### src/rtl/timer_irq_unit_pkg.sv
// Shared constants for the interval timer: register offsets within the 16-byte
// window and the TCON bit positions. The exception handler and the bus read mux
// use the same definitions.
package timer_irq_unit_pkg;

  localparam logic [3:0] OFF_TH    = 4'h0;
  localparam logic [3:0] OFF_TL    = 4'h4;
  localparam logic [3:0] OFF_TCON  = 4'h8;
  localparam logic [3:0] OFF_PRESC = 4'hC;

  localparam int unsigned TCON_EN = 0;  // count enable
  localparam int unsigned TCON_IE = 1;  // irq enable
  localparam int unsigned TCON_ST = 2;  // irq status

  typedef enum logic [1:0] {
    RegTh,
    RegTl,
    RegTcon,
    RegPresc
  } reg_sel_e;

  // Byte-lane bits are ignored, so every word in the window maps to a register.
  function automatic reg_sel_e decode_off(input logic [3:0] off);
    logic [3:0] word_off;
    reg_sel_e   sel;
    word_off = {off[3:2], 2'b00};
    sel      = RegTh;
    case (word_off)
      OFF_TL:    sel = RegTl;
      OFF_TCON:  sel = RegTcon;
      OFF_PRESC: sel = RegPresc;
      default:   sel = RegTh;
    endcase
    return sel;
  endfunction

endpackage

### src/rtl/timer_irq_unit_if.sv
// Data-memory bus as seen by the timer peripheral.
//   addr   byte address            wdata  store data
//   MemWr  store strobe            MemRd  load strobe
//   rdata  load data (comb)        hit    address falls in the timer window
// master: the CPU side driving the bus; slave: the timer.
interface timer_irq_unit_if;
  logic [31:0] addr;
  logic [31:0] wdata;
  logic        MemWr;
  logic        MemRd;
  logic [31:0] rdata;
  logic        hit;

  modport master (
    output addr, wdata, MemWr, MemRd,
    input  rdata, hit
  );

  modport slave (
    input  addr, wdata, MemWr, MemRd,
    output rdata, hit
  );
endinterface

### src/rtl/timer_prescaler.sv
// Tick divider for the interval timer. Produces one tick every presc+1 cycles
// while enabled.
//   clk    system clock           reset  async active-low reset
//   en     count enable; pc held at 0 while low
//   clr    clears pc (PRESC is being rewritten)
//   presc  divider value          tick   one-cycle strobe when pc == presc
module timer_prescaler #(
  parameter int unsigned PRESC_W = 8
) (
  input  logic               clk,
  input  logic               reset,
  input  logic               en,
  input  logic               clr,
  input  logic [PRESC_W-1:0] presc,
  output logic               tick
);

  logic [PRESC_W-1:0] pc_q, pc_d;

  assign tick = en && (pc_q == presc);

  always_comb begin
    pc_d = pc_q + PRESC_W'(1);
    if (!en || clr || tick) begin
      pc_d = '0;
    end
  end

  always_ff @(posedge clk or negedge reset) begin
    if (!reset) begin
      pc_q <= '0;
    end else begin
      pc_q <= pc_d;
    end
  end

endmodule

### src/rtl/timer_irq_unit.sv
// Memory-mapped interval timer raising IRQsig toward the control unit.
// Registers: TH reload value, TL counter, TCON {status, irq enable, count enable},
// PRESC tick divider.
//   clk     system clock
//   reset   async active-low reset
//   bus     data-memory bus (slave side): addr, wdata, MemWr, MemRd, rdata, hit
//   IRQsig  registered interrupt request, held until status or enable is cleared
module timer_irq_unit
  import timer_irq_unit_pkg::*;
#(
  parameter logic [31:0] BASE_ADDR = 32'h4000_0000,
  parameter int unsigned PRESC_W   = 8
) (
  input  logic              clk,
  input  logic              reset,
  timer_irq_unit_if.slave   bus,
  output logic              IRQsig
);

  logic [31:0]        th_q, th_d;
  logic [31:0]        tl_q, tl_d;
  logic [2:0]         tcon_q, tcon_d;
  logic [PRESC_W-1:0] presc_q, presc_d;
  logic               irq_q;

  reg_sel_e sel;
  logic     hit;
  logic     wr_th, wr_tl, wr_tcon, wr_presc;
  logic     tick, ovf;
  logic     unused_addr;

  assign unused_addr = ^bus.addr[1:0];

  assign hit      = (bus.addr[31:4] == BASE_ADDR[31:4]);
  assign sel      = decode_off(bus.addr[3:0]);
  assign wr_th    = bus.MemWr && hit && (sel == RegTh);
  assign wr_tl    = bus.MemWr && hit && (sel == RegTl);
  assign wr_tcon  = bus.MemWr && hit && (sel == RegTcon);
  assign wr_presc = bus.MemWr && hit && (sel == RegPresc);

  timer_prescaler #(
    .PRESC_W(PRESC_W)
  ) u_prescaler (
    .clk  (clk),
    .reset(reset),
    .en   (tcon_q[TCON_EN]),
    .clr  (wr_presc),
    .presc(presc_q),
    .tick (tick)
  );

  // A software store to TL on the same edge suppresses both increment and overflow.
  assign ovf = tick && (tl_q == 32'hFFFF_FFFF) && !wr_tl;

  always_comb begin
    th_d    = wr_th ? bus.wdata : th_q;
    presc_d = wr_presc ? bus.wdata[PRESC_W-1:0] : presc_q;

    tl_d = tl_q;
    if (wr_tl) begin
      tl_d = bus.wdata;
    end else if (ovf) begin
      tl_d = th_q;  // old TH, even if TH is written this edge
    end else if (tick) begin
      tl_d = tl_q + 32'd1;
    end

    // Hardware set of the status bit wins over a software write, gated by the
    // enable value that will be in effect after this edge.
    tcon_d = tcon_q;
    if (wr_tcon) begin
      tcon_d = bus.wdata[2:0];
    end
    if (ovf && tcon_d[TCON_IE]) begin
      tcon_d[TCON_ST] = 1'b1;
    end
  end

  always_ff @(posedge clk or negedge reset) begin
    if (!reset) begin
      th_q    <= '0;
      tl_q    <= '0;
      tcon_q  <= '0;
      presc_q <= '0;
      irq_q   <= 1'b0;
    end else begin
      th_q    <= th_d;
      tl_q    <= tl_d;
      tcon_q  <= tcon_d;
      presc_q <= presc_d;
      irq_q   <= tcon_d[TCON_IE] & tcon_d[TCON_ST];
    end
  end

  assign IRQsig = irq_q;

  always_comb begin
    bus.rdata = '0;
    if (bus.MemRd && hit) begin
      case (sel)
        RegTh:    bus.rdata = th_q;
        RegTl:    bus.rdata = tl_q;
        RegTcon:  bus.rdata = 32'(tcon_q);
        RegPresc: bus.rdata = 32'(presc_q);
        default:  bus.rdata = '0;
      endcase
    end
  end

  assign bus.hit = hit;

endmodule

### src/flat_wrapper.sv
// flat-port wrapper written by rule: the top's interface ports become plain ports
module timer_irq_unit_flat import timer_irq_unit_pkg::*;
#(
  parameter logic [31:0] BASE_ADDR = 32'h4000_0000,
  parameter int unsigned PRESC_W   = 8
)
  (clk, reset, IRQsig, bus_addr, bus_wdata, bus_MemWr, bus_MemRd, bus_rdata, bus_hit);
  timer_irq_unit_if bus_i ();
  input  logic clk;
  input  logic reset;
  output logic IRQsig;
  input wire logic [$bits(bus_i.addr)-1:0] bus_addr;
  input wire logic [$bits(bus_i.wdata)-1:0] bus_wdata;
  input wire logic [$bits(bus_i.MemWr)-1:0] bus_MemWr;
  input wire logic [$bits(bus_i.MemRd)-1:0] bus_MemRd;
  output wire logic [$bits(bus_i.rdata)-1:0] bus_rdata;
  output wire logic [$bits(bus_i.hit)-1:0] bus_hit;
  assign bus_i.addr = bus_addr;
  assign bus_i.wdata = bus_wdata;
  assign bus_i.MemWr = bus_MemWr;
  assign bus_i.MemRd = bus_MemRd;
  assign bus_rdata = bus_i.rdata;
  assign bus_hit = bus_i.hit;
  timer_irq_unit #(.BASE_ADDR(BASE_ADDR), .PRESC_W(PRESC_W)) u_core (.clk(clk), .reset(reset), .bus(bus_i), .IRQsig(IRQsig));
endmodule
### config.mk
export PLATFORM = sky130hd
export DESIGN_NAME = timer_irq_unit_flat
export DESIGN_NICKNAME = d
export VERILOG_FILES = /design/src/rtl/timer_irq_unit_pkg.sv /design/src/rtl/timer_irq_unit_if.sv /design/src/rtl/timer_prescaler.sv /design/src/rtl/timer_irq_unit.sv /design/src/flat_wrapper.sv
export SDC_FILE = /design/constraint.sdc
export NUM_CORES = 1
export LEC_CHECK = 0
export CAP_MARGIN = 30
export CORE_UTILIZATION = 35
export DETAILED_ROUTE_END_ITERATION = 12
export REMOVE_ABC_BUFFERS = 1
export SLEW_MARGIN = 15
export SYNTH_ARGS = -nofsm -noshare
export SYNTH_HDL_FRONTEND = slang
export SYNTH_SLANG_ARGS = --single-unit
### constraint.sdc
create_clock -name clk -period 3.16 [get_ports clk]
set_input_delay 0.316 -clock clk [delete_from_list [all_inputs] [get_ports clk]]
set_output_delay 0.316 -clock clk [all_outputs]
set_load 0.05 [all_outputs]
==> summary.txt <==
Placement
  • Post-DP HPWL: 10.3 mm
  • Place WS: 0.154 ns
  • DP Area: 6670 µm²
  • RD Place Congestion: 0.812
  • IO Port Bufs: 99

Logic synthesis
  • Number of synthesized register bits: 84
  • Asr flop ratio synth: 1.00
  • Seq/Total Area, Yosys: 0.407
  • Area of the mapped netlist: 5170 µm²
  • Post-synth EDFFs: 0
  • Yosys warns: 0
  • Netlist cell types: 58
  • Post-Syn Instances: 527
  • Primary FF master, synth: dfrtp_1
  • Syn Area/Cell: 9.80 µm²

STA
  • Max_slew headroom: 0.415
  • Tmin final: 2.91 ns
  • Setup TNS: 0 ns
  • # setup viols final: 0
  • Final slew viol count: 0
  • Max Freq: 344 MHz
  • Worst Skew: 0.00656 ns
  • Final Cycle Share: 0.920
  • RSZ-0062 raised after global routing: no
  • Worst-Margin Slew: 0.878 ns
  • Final hold violations: 0
  • Final WS setup: 0.252 ns

Worst setup path
  • R2r startpoint: u_core.u_prescaler.pc_q[1]
  • CP endpoint: bus_rdata[16]
  • R2R depth: 6
  • Crit Path Max Fanout: 24
  • Critical Path RT: 2.84 ns
  • CP Launch Type: primary input
  • Reg-to-Reg End: u_core.tl_q[22]
  • R2R Setup Slk: 0.74 ns
  • CP Class: in -> out
  • Setup crit end kind: primary output
  • Crit path DAT: 2.59 ns
  • Crit. Startpoint: bus_addr[13]

GRT
  • Gr ovfl total: 0
  • GRT Resource Usage Total: 0.200
  • Largest net degree at the start of global routing: 48
  • Vias in the first global route: 4395
  • First-pass GRT wire length: 23.1 mm
  • Initial antenna violation count: 0

Clock tree
  • Clock slew at reported path FFs: 0.06 ns
  • CTS resizes: 0
  • Clock root buffer: clkbuf_16
  • Num CTS Buffers: 9
  • CTS Sinks: 84
  • Max Root-Sink Buffers: 2
  • Worst skew pair latency: 0.35 ns
  • CTS tree: yes
  • CTS H-tree lvls: 3

Pwr
  • Pleak: 0.00301 µW
  • Logic pwr share: 0.065
  • Clk pwr share: 0.500
  • Pwr per Cell Area: 351 nW/µm²
  • Flop pwr share: 0.436
  • Net Sw Power: 508 µW
  • Int Pwr: 1960 µW
  • Switching portion of total power: 0.206
  • Peak VDD IR: 0.000358 V

Die
  • Die area: 15300 µm²
  • Chip Width: 123 µm
  • IO Count: 102
  • Chip height: 123 µm
  • Starting Density: 0.357
  • Core ar.: 14500 µm²
  • Cell row count: 44

Finish
  • Fin area: 7040 µm²
  • # diodes: 0
  • Share of cells above drive strength 1: 0.190
  • Fin nets: 692
  • Area grow syn2layout: 36.2%

Route
  • Iteration count of the initial detailed-routing pass: 5
  • Vias/cell: 5.44
  • Post-route ant nets: 0
  • Total Routed Length: 14.5 mm
  • Iter 0 DRT Violations: 258
  • Routed vias: 4408
  • Drc violations: 0
  • DR WL/cell: 17.8 µm

Run
  • Max_cap viols: 0

Min path
  • HP Class: in -> async

Status
  • Status: complete, no violations
-- synth_stat cells, drive strengths merged (4+ instances only) --
master,number,share of area
a21oi,23,0.022
o31ai,4,0.0058
xor2,10,0.017
or3,7,0.0085
nand4,10,0.015
and4,5,0.0085
nor2,62,0.049
nor3,16,0.019
nor4,11,0.020
dfrtp,84,0.41
a31oi,9,0.011
mux2i,47,0.091
and3,18,0.022
buf,19,0.019
mux2,42,0.092
nand2,39,0.030
xnor2,20,0.034
nand3,22,0.024
o21ai,31,0.031
o21a,5,0.0073
clkbuf,11,0.0080
-- layer usage --
metal	track usage	routed length (µm)	up-vias
met5	0	0	-
li1	-	-	2114
met4	0.0520	179	0
met2	0.333	7140	116
met3	0.0466	677	15
met1	0.261	6470	2163
-- layout make-up --
cell class | instances | area, µm²
fillers | 1357 | 7440
multi-input cells | 411 | 2920
flip-flops and latches | 84 | 2100
repair buffers | 114 | 1420
clock buffers | 10 | 239
well taps | 184 | 230
clock inverters | 6 | 111
inverters | 2 | 7.51
-- placed cells by master (no fill, tap or decap), types with 2 or more instances in the layout --
| cell type | synthesis | final |
|---|---|---|
| a2111oi_0 | 3 | 3 |
| a21oi_1 | 23 | 23 |
| a31oi_1 | 9 | 9 |
| and3_1 | 18 | 18 |
| and4_1 | 5 | 5 |
| buf_12 | 0 | 31 |
| buf_4 | 2 | 16 |
| bufinv_16 | 0 | 3 |
| clkbuf_16 | 0 | 9 |
| clkdlybuf4s50_1 | 0 | 64 |
| dfrtp_1 | 84 | 84 |
| ha_1 | 2 | 2 |
| inv_1 | 2 | 2 |
| mux2_1 | 5 | 5 |
| mux2_2 | 37 | 37 |
| mux2i_1 | 47 | 47 |
| mux4_2 | 3 | 3 |
| nand2_1 | 38 | 38 |
| nand3_1 | 21 | 21 |
| nand3b_1 | 2 | 2 |
| nand4_1 | 9 | 9 |
| nor2_1 | 60 | 60 |
| nor3_1 | 12 | 12 |
| nor3_2 | 4 | 3 |
| nor4_1 | 8 | 8 |
| nor4_4 | 2 | 2 |
| o2111ai_1 | 2 | 2 |
| o21a_1 | 5 | 5 |
| o21ai_0 | 22 | 22 |
| o21ai_1 | 8 | 8 |
| o31ai_1 | 4 | 4 |
| or3_1 | 7 | 7 |
| xnor2_1 | 20 | 20 |
| xor2_1 | 10 | 10 |
-- worst min path at each step --
stage | startpoint | to | slack [ns] | cells after the start
3_3_place_gp | u_core.th_q[16] | u_core.th_q[16] | 0.50 | 1
5_1_grt | reset | u_core.th_q[18] | 0.52 | 2
2_1_floorplan | reset | u_core.IRQsig | 0.02 | 0
6_report | reset | u_core.th_q[18] | 0.49 | 2
4_1_cts | reset | u_core.th_q[18] | 0.51 | 2
3_5_place_dp | reset | u_core.th_q[18] | 0.33 | 1
-- power by group through the flow --
stage                     Combinational [µW]  Sequential [µW]  Clock, µW
after floorplan                         20.0             1100          0
after global placement                   156             1100          0
after detailed placement                 161             1100          0
after CTS                                163             1080       1250
after global routing                     173             1070       1300
final                                    160             1080       1230
-- critical path: stages --
cell and delay [ns]:
clkdlybuf4s50_1 0.40, nor4b_1 0.40, nand4_1 0.23, nor2_2 0.17, nand2_1 0.18, or2_1 0.25
buf_4 0.23, nor2_1 0.24, buf_12 0.17
-- flip-flops by register name, summed over array words and instances, names as in the netlist --
signal                   flops
u_core.u_prescaler.pc_q      8
u_core.presc_q               8
u_core.tcon_q                3
u_core.th_q                 32
u_core.tl_q                 32
u_core.IRQsig                1
-- logic make-up (layout without fill, tap and decap cells) --
logic type / Yosys count / after routing / synth area share
AOI/OAI and AO/OA: 88 / 88 / 0.103
xor gates and xnor gates: 30 / 30 / 0.0509
adders and majority gates: 2 / 2 / 0.00484
buffers and inverters: 32 / 132 / 0.0283
DFF: 84 / 84 / 0.407
muxes: 92 / 92 / 0.196
and+or+nand+nor: 199 / 199 / 0.210
-- stage by stage --
step | cells | hold WS, ns | utilization | total power, µW
floorplan | 497 | 0.0204 | - | 1120
global placement | 792 | 0.504 | 0.459 | 1250
detailed placement | 793 | 0.331 | 0.461 | 1260
CTS | 810 | 0.512 | 0.486 | 2490
global route | 811 | 0.525 | 0.486 | 2550
finish | 811 | 0.491 | 0.486 | 2470
-- what timing repair did --
| action | 4_1_cts | 5_1_grt |
|---|---|---|
| setup buffers | 0 | 1 |
| endpoints found under the setup margin | 0 | 6 |
| hold endpoints to repair | 37 | 0 |
| hold buffers | 1 | 0 |
(Power assumes the default switching activity.)
